==> src/rtl/chien_search_serial.sv <==
// Serial-load Chien search over GF(2^M): captures Lambda(x) one coefficient per cycle,
// then tests one field position per cycle using constant-multiplier register updates.
module chien_search_serial #(
    parameter int M      = 13,
    parameter int T      = 32,
    parameter int N      = 8191,
    parameter int OFFSET = 1
) (
    input  logic         clk,
    input  logic         rst_n,
    input  logic         loc_start,
    input  logic [M-1:0] loc_coef,
    output logic         busy,
    output logic         err_valid,
    output logic [M-1:0] err_pos,
    output logic         err_flag,
    output logic         done,
    output logic [5:0]   err_cnt,
    output logic [5:0]   loc_deg,
    output logic         fail
);

    localparam int           PRIM_POLY = 'h201B;
    localparam logic [M-1:0] POLY_LO   = M'(PRIM_POLY);
    localparam int           ORDER     = (1 << M) - 1;
    localparam int           LCNT_W    = $clog2(T + 1);

    typedef enum logic [1:0] {IDLE, LOAD, SEARCH, DONE} state_t;

    function automatic logic [M-1:0] mul_alpha(input logic [M-1:0] v);
        return v[M-1] ? ({v[M-2:0], 1'b0} ^ POLY_LO) : {v[M-2:0], 1'b0};
    endfunction

    function automatic logic [M-1:0] alpha_pow(input int e);
        logic [M-1:0] v;
        v = M'(1);
        for (int i = 0; i < e % ORDER; i++) v = mul_alpha(v);
        return v;
    endfunction

    // Column b of the matrix is alpha^(e+b): the image of basis bit b under x*alpha^e.
    function automatic logic [M*M-1:0] const_mat(input int e);
        logic [M*M-1:0] mat;
        for (int b = 0; b < M; b++) mat[b*M +: M] = alpha_pow(e + b);
        return mat;
    endfunction

    function automatic logic [M-1:0] mul_const(input logic [M-1:0] x, input logic [M*M-1:0] mat);
        logic [M-1:0] acc;
        acc = '0;
        for (int b = 0; b < M; b++) if (x[b]) acc ^= mat[b*M +: M];
        return acc;
    endfunction

    function automatic logic [5:0] sat_inc(input logic [5:0] c);
        return (c == 6'd63) ? c : c + 6'd1;
    endfunction

    state_t            state, state_nxt;
    logic              start_acc;
    logic [LCNT_W-1:0] load_cnt;
    logic [M-1:0]      k_cnt;
    logic [M-1:0]      r0;
    logic [M-1:0]      terms [0:T];
    logic [M-1:0]      sum;
    logic              vld_p0, zero_p0;
    logic [M-1:0]      pos_p0;
    logic              done_arm;

    assign terms[0] = r0;

    for (genvar j = 1; j <= T; j++) begin : g_coef
        localparam logic [M*M-1:0] LOAD_MAT = const_mat(j * OFFSET);
        localparam logic [M*M-1:0] STEP_MAT = const_mat(j);
        logic [M-1:0] r_q;

        always_ff @(posedge clk or negedge rst_n) begin
            if (!rst_n)
                r_q <= '0;
            else if (state == LOAD && load_cnt == LCNT_W'(j))
                r_q <= mul_const(loc_coef, LOAD_MAT);
            else if (state == SEARCH)
                r_q <= mul_const(r_q, STEP_MAT);
        end

        assign terms[j] = r_q;
    end

    always_comb begin
        sum = '0;
        for (int j = 0; j <= T; j++) sum ^= terms[j];
    end

    always_comb begin
        state_nxt = state;
        start_acc = 1'b0;
        case (state)
            IDLE: begin
                start_acc = loc_start && !busy;
                if (start_acc) state_nxt = LOAD;
            end
            LOAD:    if (load_cnt == LCNT_W'(T)) state_nxt = SEARCH;
            SEARCH:  if (k_cnt == M'(N - 1)) state_nxt = DONE;
            DONE:    state_nxt = IDLE;
            default: state_nxt = IDLE;
        endcase
    end

    // Stage p0: registered zero test of the current evaluation sum
    always_ff @(posedge clk) begin
        zero_p0 <= (sum == '0);
        pos_p0  <= k_cnt;
    end

    always_ff @(posedge clk or negedge rst_n) begin
        if (!rst_n) begin
            state     <= IDLE;
            load_cnt  <= '0;
            k_cnt     <= '0;
            r0        <= '0;
            busy      <= 1'b0;
            vld_p0    <= 1'b0;
            err_valid <= 1'b0;
            err_pos   <= '0;
            err_flag  <= 1'b0;
            done_arm  <= 1'b0;
            done      <= 1'b0;
            err_cnt   <= '0;
            loc_deg   <= '0;
            fail      <= 1'b0;
        end else begin
            state    <= state_nxt;
            vld_p0   <= (state == SEARCH);
            done_arm <= (state == DONE);
            done     <= done_arm;
            k_cnt    <= (state == SEARCH) ? k_cnt + M'(1) : '0;
            if (state == LOAD) load_cnt <= load_cnt + LCNT_W'(1);
            if (state == LOAD && loc_coef != '0) loc_deg <= 6'(load_cnt);
            // Stage p1: position report and root count
            err_valid <= vld_p0;
            err_flag  <= vld_p0 & zero_p0;
            if (vld_p0) err_pos <= pos_p0;
            if (vld_p0 && zero_p0) err_cnt <= sat_inc(err_cnt);
            if (done_arm) begin
                busy <= 1'b0;
                fail <= (err_cnt != loc_deg);
            end
            if (start_acc) begin
                r0       <= loc_coef;
                load_cnt <= LCNT_W'(1);
                busy     <= 1'b1;
                err_cnt  <= '0;
                loc_deg  <= '0;
                fail     <= 1'b0;
            end
        end
    end

endmodule
==> config.mk <==
export PLATFORM = sky130hd
export DESIGN_NAME = chien_search_serial
export DESIGN_NICKNAME = d
export VERILOG_FILES = /design/src/rtl/chien_search_serial.sv
export SDC_FILE = /design/constraint.sdc
export NUM_CORES = 2
export LEC_CHECK = 0
export CAP_MARGIN = 5
export CORE_MARGIN = 2
export CORE_UTILIZATION = 35
export DETAILED_ROUTE_END_ITERATION = 10
export GPL_TIMING_DRIVEN = 0
export PLACE_DENSITY = 0.6
export SETUP_SLACK_MARGIN = 0.5
export SYNTH_ARGS = -nofsm -noshare
export SYNTH_HDL_FRONTEND = slang
export SYNTH_SLANG_ARGS = --single-unit
==> constraint.sdc <==
create_clock -name clk -period 2.48 [get_ports clk]
set_clock_uncertainty 0.2 [all_clocks]
set_input_delay 0.248 -clock clk [delete_from_list [all_inputs] [get_ports clk]]
set_output_delay 0.248 -clock clk [all_outputs]
set_load 0.03 [all_outputs]
* Word level (Yosys, flattened, before mapping)
Cells that the tools add are included.
** Cells by class
- Add/sub/neg operators :: 3
- $mul :: 0
- Divide/modulo/power cells :: 0
- $lt $le $gt $ge :: 0
- Equal/unequal tests :: 42
- Shift operators :: 0
- Muxes and demuxes :: 2065
- Bitwise operators :: 801
- Reduce and logical (&&, ||, !) cells :: 77
** Operator list (count)
- 13-bit two-way mux :: 1465
- 12-bit two-way mux :: 168
- 4-bit inverter :: 336
- 11-bit two-way mux :: 94
- 10-bit two-way mux :: 94
- 8-bit inverter :: 92
- 7-bit inverter :: 96
- 9-bit two-way mux :: 68
- 9-bit inverter :: 50
- 13-bit XOR :: 32
- 8-bit two-way mux :: 40
- 6-bit inverter :: 48
- 7-bit two-way mux :: 38
- 6-bit two-way mux :: 43
- 5-bit two-way mux :: 34
- 1-bit inverter :: 132
- 10-bit inverter :: 12
- 6-bit by 5-bit equality test with 1-bit output, second input constant :: 16
- 2-bit nonzero test :: 36
- 6-bit by 4-bit equality test with 1-bit output, second input constant :: 8
- 1-bit logical AND :: 35
- 6-bit by 3-bit equality test with 1-bit output, second input constant :: 4
- 4-bit two-way mux :: 6
- 12-bit inverter :: 2
- 22 further kinds :: 39
** Storage, ports and cells
- Flip-flop bits (word level) :: 496
- Bits in latches :: 0
- Bits in writable memories :: 0
- Memory bits (read-only) :: 0
- Input bits :: 16
- Output and inout port bits :: 30
- Logic and storage cells :: 3036
- Memories kept :: 0

* Depth between registers and ports, before layout
- Word-level depth :: 51
- Gate-level depth with buffers :: 11
- Depth with buffers taken out :: 9

* Least setup slack after synthesis
OpenSTA, ideal clock, no wires.
- Path type :: reg-to-reg
- Start :: register state[1]
- End :: register g_coef[23].r_q[6]
- Library setup time :: 0.124 ns
- Arrival time :: 2.092 ns
- Required time :: 2.156 ns
- Slack :: 0.064 ns
- Cell stages (with the launch flop) :: 11
- Buffers on the path :: 2
- Clock period less this slack :: 2.416 ns
- Cells stage by stage :: dfrtp_1 -> inv_1 -> ha_1 -> buf_2 -> inv_1 -> nor2_1 -> nand3_1 -> nor3b_1 -> clkbuf_1 -> nand2_1 -> o31a_1
** Between the ends
- Longest elaborated chain between the ends :: 3
- Elaborated cells on any way between the ends :: 5
- Classes of those cells :: eq/ne: 2; mux: 1; reduce/logical: 2
** Ends and longest elaborated chain
- from (decl) :: line 59 : state_t state, state_nxt;
- from (signal assigned) :: line 132 : state <= state_nxt;
- 2-bit by 1-bit equality test with 1-bit output :: line 80 : else if (state == LOAD && load_cnt == LCNT_W'(j))
- 1-bit logical AND :: line 80
- 13-bit two-way mux / 2-bit nonzero test (equally long branches)
- to (signal assigned) :: line 81 : r_q <= mul_const(loc_coef, LOAD_MAT);
- to (signal assigned) :: line 83 : r_q <= mul_const(r_q, STEP_MAT);
- to (decl) :: line 75 : logic [M-1:0] r_q;
Parallel ways exist; a longest one is shown, timed or not.
A chain may end at the register's enable or synchronous reset.

* Worst setup path after layout
- Start :: register g_coef[8].r_q[5]
- End :: register zero_p0
** Between the ends
- Longest elaborated chain between the ends :: 26
** Ends and longest elaborated chain
- from (decl) :: line 75
- from (signal assigned) :: line 81
- from (signal assigned) :: line 83
- 13-bit XOR (25 in series) :: line 91 : for (int j = 0; j <= T; j++) sum ^= terms[j];
- 13-bit logical NOT :: line 111 : zero_p0 <= (sum == '0);
- to (signal assigned) :: line 111
- to (decl) :: line 66 : logic vld_p0, zero_p0;
Every way passes these cells.

==> out/metrics.yaml <==
synthesis:
  syn_area_mm2: 0.0372
  yosysWarnings: 0
  synthTopCellsByArea: "dfrtp_1 (32%), xnor2_1 (29%), xor2_1 (9.3%)"
  synth_edf_count: 0
  seq_area_frac_synth: 0.331
  synth-seq-cells: 496
  synthCells: 4076
  synthArstFlopShare: 0.972
  synth_fp_nets: 4109
  synth_area_leader_cell: "dfrtp_1"
  synth-main-ff-cell: "dfrtp_1"
  ys_types: 45
  synth.top_cell.area_share: 0.324
  syn_area_per_cell_um2: 9.14
timing:
  worst_slew_pin_slew_ps: 1680
  setup_violations: 43
  setup-tns-final_ps: -1490
  fin_crit_sh: 1.11
  fin_ws_ps: -266
  finalMaxSlewViolations: 18
  hold_viol: 19
  fmax_mhz: 364
  max_slew_margin: -0.129
  period_needed_ps: 2750
  fin_hold_ws_ps: -23.6
  grt_setup_unrepaired: "true"
global_route:
  antenna_found_initial: 5
  grt-ovfl-total: 0
  grt_max_degree: 117
  grt_util_all_layers: 0.292
  grt_pass1_wl_mm: 226
  grt_pass1_vias: 30100
clocking:
  cts_buffers: 60
  path_clk_slew_ps: 60
  clock_latency_ps: 690
  h-tree-depth: 2
  cts_tree: "done"
  clock-sinks: 496
  cts.root.buffer_cell: "clkbuf_16"
  clockBufferDepth: 3
layout:
  layout.nets: 4419
  fillers: 9605
  fin_area_mm2: 0.0507
  drive_gt1_frac: 0.299
  mostFrequentLayoutCell: "xnor2_1"
  final_cell_mix: "xnor2_1 (1057), dfrtp_1 (455), xor2_1 (358)"
  layoutNonFillerInstCount: 5827
  area_growth_pct: 36.0
setup_path:
  worst_setup_path_start_kind: "register"
  end_kind: "register"
  cp.required_ps: 2830
  path_class: "reg -> reg"
  cp.arrival_ps: 3100
  crit_fanout: 5
place:
  dp_hpwl_mm: 118
  io_buffers: 34
  place_ws_ps: -1110
  place_inst: 5516
  gp_congestion: 1.06
  placed_cell_area_mm2: 0.0404
outcome:
  status: "complete, but fails checks"
  violations: "design-rule violations, negative hold slack, max-capacitance violations, max-slew violations, negative setup slack"
drt:
  ant_nets: 0
  route.detailed.drc: 2
  drt_iter0_markers: 3735
  detail_route.first_pass.iterations: 8
  finalWirelength_mm: 164
  wl_per_cell_um: 28.2
  dr_total_vias: 31800
  vias_per_cell: 5.45
floorplan:
  die_width_um: 330
  initial_core_util: 0.353
  ioPinCount: 46
  rows: 119
  die_h_um: 330
  coreArea_mm2: 0.105
  fp.dieArea_mm2: 0.109
power:
  leakagePower_uw: 0.0184
  totalPowerFinal_uw: 45600
  power.density_mw_per_mm2: 900
  irDropWorstVdd_v: 0.000660
flow_run:
  maxCapViolations: 3
worst_hold_path:
  hold_class: "in -> async"
[layout make-up]
type	count	area [um2]	share of cell area
inverters	21	83.8	0.00165
clock inverters	21	225	0.00445
repair buffers	242	3150	0.0622
diodes	1	2.50	0.0000494
flip-flops and latches	496	12400	0.244
plain buffers	385	3420	0.0675
clock buffers	90	1810	0.0356
well taps	1391	1740	0.0344
multi-input cells	3180	27900	0.550
[synth_stat cells (all sizes together) (9+ instances only)]
library cell     n
ha              17
nor2           331
nand3           19
nand4           11
inv             21
o21ai          186
buf            103
xnor2         1248
nand2          338
xnor3           14
xor2           402
a211oi          10
mux2i          132
a21oi          283
clkbuf         282
dfxtp           14
o211ai          87
mux2            43
dfrtp          482
nor2b            9
[timing repair]
item	4_1_cts	5_1_grt
resized for setup	845	701
hold endpoints to repair	353	1
setup endpoints to repair	491	596
pin swaps	129	98
gates cloned	28	26
hold buffers	13	2
setup buffers	86	43
[registers in the layout, summed over array words and instances, names as in the netlist, 2 cells and up]
register	cells
k_cnt	13
g_coef.r_q	416
err_cnt	6
loc_deg	6
err_pos	13
r0	13
load_cnt	6
pos_p0	13
state	2
[routing by layer]
layer	routed length, um	global-route usage	vias to the layer above
met3	16700	0.0593	499
met1	64000	0.387	15900
met5	29	0	-
li1	-	-	13600
met4	13300	0.190	4
met2	70100	0.431	1745
[worst paths after layout]
check / from / end / slack (ps) / cells past startpoint
worst min register to register: k_cnt[4] / pos_p0[4] / 220 / 0
worst min-delay path: rst_n / g_coef[27].r_q[9] / -20 / 2
worst max register to register: g_coef[8].r_q[5] / zero_p0 / -270 / 8
worst max-delay path: g_coef[8].r_q[5] / zero_p0 / -270 / 8
min in group clk: loc_coef[0] / g_coef[15].r_q[2] / 50 / 4
max in group asynchronous: rst_n / g_coef[5].r_q[10] / 510 / 4
[metrics by stage]
step,util,hold WS [ps]
floorplan,-,-248
global placement,0.379,190
detailed placement,0.383,74.4
CTS,0.451,6.03
global route,0.481,33.7
finish,0.481,-23.6
[logic make-up (layout without fill, tap and decap cells)]
logic type | count (synthesis) | in the layout | share of synthesized area
XOR/XNOR | 1665 | 1665 | 0.406
AND/OR/NAND/NOR | 745 | 751 | 0.0797
AO/OA/AOI/OAI | 572 | 572 | 0.0838
flip-flops | 496 | 496 | 0.331
buffers and inverters | 406 | 759 | 0.0452
multiplexers | 175 | 175 | 0.0485
adder cells (fa/ha/maj) | 17 | 17 | 0.00571
other | 0 | 1 | 0
[power breakdown]
group	total, uW	leakage (uW)	internal, uW	switching [uW]
combinational	26300	0.0121	12100	14200
clock	9290	0.00100	5320	3960
sequential	10000	0.00531	9010	1030
[worst max-delay path, cell delays in order (launching register included)]
cell      delay, ps
dfrtp_1         360
clkbuf_1        230
xnor2_2         320
xnor2_1         160
xnor2_2         310
xnor3_1         320
xnor2_1         210
nand3_2         110
nor4_4          420
Note: power is estimated with default switching activity, not from simulation.
